$ cat config.mk
export PLATFORM = sky130hd
export DESIGN_NAME = strip_sequencer
export DESIGN_NICKNAME = d
export VERILOG_FILES = /design/src/rtl/strip_sequencer.sv
export SDC_FILE = /design/constraint.sdc
export NUM_CORES = 1
export LEC_CHECK = 0
export ABC_CLOCK_PERIOD_IN_PS = 14380
export BUFFER_PORTS_ARGS = -buffer_cell sky130_fd_sc_hd__buf_2
export CELL_PAD_IN_SITES_DETAIL_PLACEMENT = 1
export CELL_PAD_IN_SITES_GLOBAL_PLACEMENT = 1
export CORE_MARGIN = 4
export CORE_UTILIZATION = 45
export CTS_BUF_LIST = sky130_fd_sc_hd__clkbuf_4
export CTS_CLUSTER_SIZE = 14
export DETAILED_ROUTE_END_ITERATION = 8
export GPL_TIMING_DRIVEN = 0
export PLACE_DENSITY_LB_ADDON = 0.15
export SLEW_MARGIN = 20
export SYNTH_ARGS = -nofsm -noshare
export SYNTH_HDL_FRONTEND = slang
export SYNTH_SLANG_ARGS = --single-unit
$ cat constraint.sdc
create_clock -name clk -period 14.38 [get_ports clk]
set_input_delay 0.719 -clock clk [delete_from_list [all_inputs] [get_ports clk]]
set_output_delay 0.719 -clock clk [all_outputs]
set_load 0.01 [all_outputs]
$ cat src/rtl/strip_sequencer.sv
// strip_sequencer: streams one frame of 24-bit pixels from a synchronous frame
// buffer into a single-pixel LED driver over a valid/ready handshake. After the
// last pixel it sends one latch request. A brightness scale is applied to each
// channel. Refresh is one-shot or continuous.
//
// Ports:
//   clk, reset        system clock, synchronous active-high reset
//   start             one-cycle frame request, honoured only when idle
//   continuous        restart automatically after each frame
//   brightness        global scale, sampled at each frame start
//   fb_rd_en/fb_addr  frame-buffer read strobe and address
//   fb_rd_data        read data {G,R,B}, valid one cycle after fb_rd_en
//   drv_color         pixel colour to the driver
//   drv_reset         latch request, qualified by drv_valid
//   drv_valid         transfer request to the driver
//   drv_ready         driver accepts when high
//   busy              high whenever not idle
//   frame_done        one-cycle pulse when the latch transfer completes
module strip_sequencer #(
    parameter int unsigned NUM_PIXELS = 64,
    parameter int unsigned ADDR_BITS  = 6
) (
    input  logic                 clk,
    input  logic                 reset,
    input  logic                 start,
    input  logic                 continuous,
    input  logic [7:0]           brightness,
    output logic                 fb_rd_en,
    output logic [ADDR_BITS-1:0] fb_addr,
    input  logic [23:0]          fb_rd_data,
    output logic [23:0]          drv_color,
    output logic                 drv_reset,
    output logic                 drv_valid,
    input  logic                 drv_ready,
    output logic                 busy,
    output logic                 frame_done
);

    typedef enum logic [2:0] {
        StIdle,
        StFetch,
        StLoad,
        StSend,
        StLatch,
        StDone
    } state_e;

    localparam logic [ADDR_BITS-1:0] LastIdx = ADDR_BITS'(NUM_PIXELS - 1);

    state_e                state_q, state_d;
    logic [ADDR_BITS-1:0]  idx_q, idx_d;
    logic [7:0]            scale_q, scale_d;
    logic                  fb_rd_en_q, fb_rd_en_d;
    logic [ADDR_BITS-1:0]  fb_addr_q, fb_addr_d;
    logic [23:0]           drv_color_q, drv_color_d;
    logic                  drv_reset_q, drv_reset_d;
    logic                  drv_valid_q, drv_valid_d;
    logic                  busy_q, busy_d;
    logic                  frame_done_q, frame_done_d;

    // out = (c * (scale + 1)) >> 8 in a 16-bit product; scale 255 is identity.
    function automatic logic [7:0] scale_chan(input logic [7:0] c, input logic [7:0] s);
        return 8'((16'(c) * 16'(s + 9'd1)) >> 8);
    endfunction

    function automatic logic [23:0] scale_pixel(input logic [23:0] px, input logic [7:0] s);
        return {scale_chan(px[23:16], s), scale_chan(px[15:8], s), scale_chan(px[7:0], s)};
    endfunction

    logic xfer;
    assign xfer = drv_valid_q && drv_ready;

    // Outputs are registered: each next-state branch also sets the output
    // values that belong to the state being entered.
    always_comb begin
        state_d      = state_q;
        idx_d        = idx_q;
        scale_d      = scale_q;
        fb_rd_en_d   = 1'b0;
        fb_addr_d    = fb_addr_q;
        drv_color_d  = drv_color_q;
        drv_reset_d  = drv_reset_q;
        drv_valid_d  = drv_valid_q;
        busy_d       = busy_q;
        frame_done_d = 1'b0;

        unique case (state_q)
            StIdle: begin
                busy_d = 1'b0;
                if (start) begin
                    scale_d    = brightness;
                    idx_d      = '0;
                    fb_addr_d  = '0;
                    fb_rd_en_d = 1'b1;
                    busy_d     = 1'b1;
                    state_d    = StFetch;
                end
            end
            StFetch: begin
                state_d = StLoad;
            end
            StLoad: begin
                drv_color_d = scale_pixel(fb_rd_data, scale_q);
                drv_reset_d = 1'b0;
                drv_valid_d = 1'b1;
                state_d     = StSend;
            end
            StSend: begin
                if (xfer) begin
                    if (idx_q == LastIdx) begin
                        drv_color_d = '0;
                        drv_reset_d = 1'b1;
                        drv_valid_d = 1'b1;
                        state_d     = StLatch;
                    end else begin
                        drv_valid_d = 1'b0;
                        idx_d       = idx_q + 1'b1;
                        fb_addr_d   = idx_q + 1'b1;
                        fb_rd_en_d  = 1'b1;
                        state_d     = StFetch;
                    end
                end
            end
            StLatch: begin
                if (xfer) begin
                    drv_valid_d  = 1'b0;
                    drv_reset_d  = 1'b0;
                    frame_done_d = 1'b1;
                    state_d      = StDone;
                end
            end
            StDone: begin
                if (continuous) begin
                    scale_d    = brightness;
                    idx_d      = '0;
                    fb_addr_d  = '0;
                    fb_rd_en_d = 1'b1;
                    state_d    = StFetch;
                end else begin
                    busy_d  = 1'b0;
                    state_d = StIdle;
                end
            end
            default: begin
                busy_d  = 1'b0;
                state_d = StIdle;
            end
        endcase
    end

    always_ff @(posedge clk) begin
        if (reset) begin
            state_q      <= StIdle;
            idx_q        <= '0;
            scale_q      <= '0;
            fb_rd_en_q   <= 1'b0;
            fb_addr_q    <= '0;
            drv_color_q  <= '0;
            drv_reset_q  <= 1'b0;
            drv_valid_q  <= 1'b0;
            busy_q       <= 1'b0;
            frame_done_q <= 1'b0;
        end else begin
            state_q      <= state_d;
            idx_q        <= idx_d;
            scale_q      <= scale_d;
            fb_rd_en_q   <= fb_rd_en_d;
            fb_addr_q    <= fb_addr_d;
            drv_color_q  <= drv_color_d;
            drv_reset_q  <= drv_reset_d;
            drv_valid_q  <= drv_valid_d;
            busy_q       <= busy_d;
            frame_done_q <= frame_done_d;
        end
    end

    assign fb_rd_en   = fb_rd_en_q;
    assign fb_addr    = fb_addr_q;
    assign drv_color  = drv_color_q;
    assign drv_reset  = drv_reset_q;
    assign drv_valid  = drv_valid_q;
    assign busy       = busy_q;
    assign frame_done = frame_done_q;

endmodule

==> summary.md <==
| Metric | Value |
|---|---|
| Status | finished, final reports clean |
| Die Y | 143 um |
| Starting DRT DRC Count | 220 |
| Crit-path max cell delay | 700 ps |
| Antenna Nets Post-Route | 0 |
| Post-Route Setup TNS | 0 ps |
| Via count | 6426 |
| Initial antenna violation count | 1 |
| Startpoint Class | flop |
| Overflow after GRT | 0 |
| Clock Tree Buf Depth | 2 |
| EDFF count, synth | 0 |
| GRT Total Usage | 21.4% |
| Post-DR wirelength/cell | around 17 um |
| Routed WL | roughly 21000 um |
| Leakage power | around 4.7 nW |
| Commonest non-fill, non-tap cell in the layout | inv_1 |
| GR Util met1 | 29.5% |
| Largest area contributor in the netlist | fa_1 |
| Fin crit period | 6150 ps |
| Tcrit/Tclk final | 42.8% |
| Least-Margin Pin Slew | 877 ps |
| Main flop type after synthesis | dfxtp_1 |
| Nets@finish | 1258 |
| DRC | 0 |
| Sequence of cells on the critical path | nand2_1, nor2_1, and3_1, xor2_1, clkbuf_1, and2_1, fa_1, fa_1, fa_1, inv_1, fa_1, inv_1, ha_1, and3_1, nand3_2, a21boi_4, a311oi_2, or4b_1, nand3_1 |
| TritonCTS clock tree | done |
| Dpl cells | 1225 |
| Sequential-to-total area share from yosys stat | 11.3% |
| First-pass GRT wire length | around 34000 um |
| Worst Hold Class | reg2reg |
| Vias per cell | around 5.2 |
| Pre-CTS setup slack | 8230 ps |
| Num CTS Buffers | 5 |
| Clk_skew | roughly 17 ps |
| Crit-path slowest cell | xor2_1 |
| Final GP Congestion | 0.809 |
| Die width | 143 um |
| TritonRoute pass-1 iters | 4 |
| Clock slew at reported path FFs | 180 ps |
| Clock Latency Late Sink | around 420 ps |
| VDD IR-drop max | roughly 42 uV |
| Final setup viols | 0 |
| CP Max Fanout | 10 |
| Post-synthesis register bit count | 46 |
| Worst setup path class | reg2reg |
| Filler Cell Count | 2200 |
| Clock root cell | clkbuf_4 |
| Core area | approximately 18000 sq um |
| Post-layout power | about 0.00053 W |
| CTS sink cnt | 46 |
| Final HPWL DP | 16800 um |
| Post-Layout Cell Count | 1234 |
| Die area | 20400 sq um |
| Max-slew violations | 0 |
| CP most frequent cell | fa_1 |
| Post_cts resized | 0 |
| Synth top area share | 29.4% |
| Grt met3 use | roughly 2.3% |
| CP arrival | 6540 ps |
| RSZ-0062 raised after global routing | no |
| Critical path required time | roughly 15000 ps |
| Syn. warnings | 0 |
| Top cells by area, synth | fa_1, ha_1, dfxtp_1 |
| Worst setup margin | 8230 ps |
| Row count | approximately 50 |
| Commonest non-fill, non-tap cells in the layout | inv_1, and2_1, fa_1 |
| Fmax | 163 MHz |
| Syn avg cell area | 8.83 sq um |
| H-tree levels | 2 |
| Busiest grt layer | met2 |
| Share of layout cells above drive strength 1 | 10.2% |
| Initial Util | 45.6% |
| Hold Fails Final Rpt | 0 |
| Worst Setup End Kind | flop |
| Synth Net Count | 1180 |
| Setup Fix Bufs, Post-CTS | 0 |
| Post-synth ARST share | 0% |
| Area grow syn2layout | 8.70% |
| Hold buffers post-CTS | 0 |
| Syn Std Cell Area | about 8200 sq um |
| Mapped Cells | 925 |
| Power per cell area | approximately 60 nW/um^2 |
| Maxcap violations | 0 |
| Top-level port count | 72 |
| Vias in the first global route | between 6000 and 7000 |
| Largest net degree at the start of global routing | 18 |
| Post-synth cell types | a little over 60 |
| Met2 GRT Util | 36.8% |
| Slew margin rel. | 41.4% |
| Port buffer count | 71 |
==> logic make-up (layout without fill, tap and decap cells) <==
| logic type | count (synthesis) | count (layout) | synth area share [%] |
|---|---|---|---|
| fa+ha+maj | 218 | 218 | 44.4 |
| compound gates | 96 | 96 | 7.96 |
| simple gates | 338 | 338 | 22.6 |
| xor+xnor | 42 | 42 | 4.50 |
| buf+inv | 176 | 255 | 8.18 |
| flops | 46 | 46 | 11.3 |
| other cells | 0 | 1 | 0 |
| mux | 9 | 9 | 1.10 |
==> critical path: cells and delay by family, from the launching register on <==
family / cells / cell delay (ps)
adders and majority gates: 5 / 2300
and+or+nand+nor: 8 / 1560
xor gates and xnor gates: 1 / 700
buffers and inverters: 3 / 580
DFF: 1 / 550
AOI/OAI and AO/OA: 2 / 430
==> path summary, 6_finish.rpt <==
| check | from | end | slack, ps | cells past startpoint |
|---|---|---|---|---|
| max | scale_q[0]$_SDFFE_PP0P_ | drv_color[6]$_SDFFE_PP0P_ | 8230 | 19 |
| min | drv_color[8]$_SDFFE_PP0P_ | drv_color[8]$_SDFFE_PP0P_ | 460 | 2 |
| min reg2reg | drv_color[8]$_SDFFE_PP0P_ | drv_color[8]$_SDFFE_PP0P_ | 460 | 2 |
| max reg2reg | scale_q[0]$_SDFFE_PP0P_ | drv_color[6]$_SDFFE_PP0P_ | 8230 | 19 |
==> report_power, final <==
| part | switching [W] | leakage [nW] | total [W] | internal, W |
|---|---|---|---|---|
| clock network | 0.0000571 | 0.0377 | 0.0000784 | 0.0000213 |
| registers | 0.00000570 | 0.373 | 0.000141 | 0.000135 |
| logic | 0.000185 | 4.26 | 0.000312 | 0.000126 |
| total | 0.000248 | 4.67 | 0.000531 | 0.000283 |
==> layout make-up <==
type / instances / area [sq um] / area share, %
tap: 229 / 287 / 3.23
antenna: 1 / 2.50 / 0.0282
sequential: 46 / 921 / 10.4
inverter: 145 / 544 / 6.13
multi-input combinational: 703 / 6580 / 74.1
clock buffer: 5 / 37.5 / 0.423
clock inverter: 3 / 28.8 / 0.324
buffer: 31 / 124 / 1.39
timing repair buffer: 71 / 355 / 4.00
==> through the flow <==
step                utilization (%)  area [sq um]  hold slack [ps]
floorplan                         -          8170              470
global placement               49.2          8810              432
detailed placement             49.2          8810              439
CTS                            49.6          8880              460
global route                   49.6          8880              474
finish                         49.6          8880              456
==> registers in the layout (all words and copies together), names as in the netlist <==
name	cells
drv_reset	1
scale_q	8
fb_addr	6
fb_rd_en	1
drv_color	24
busy	1
frame_done	1
drv_valid	1
state_q	3
==> per-layer routing <==
metal	vias up	share of wire, %
li1	3071	-
met1	3254	47
met2	87	49
met3	14	3.0
met4	0	1.3
met5	-	0
==> synth_stat cells (3+ instances only) <==
library cell and count:
mux2i_1 9, dfxtp_1 46, and2_1 141, nand4b_1 3, o21ai_0 7, xor2_1 14, and2_2 7, nor2_1 37
and3_1 6, a21oi_1 29, clkbuf_1 30, o21ai_1 22, nand2_1 81, a21o_1 4, a2111oi_0 3, inv_1 145
xnor2_1 28, a31oi_1 3, ha_1 98, nand2b_1 4, nor3_1 6, fa_1 120, nand3_1 16, nor2b_1 21
Power figures use the tool's default switching activity.
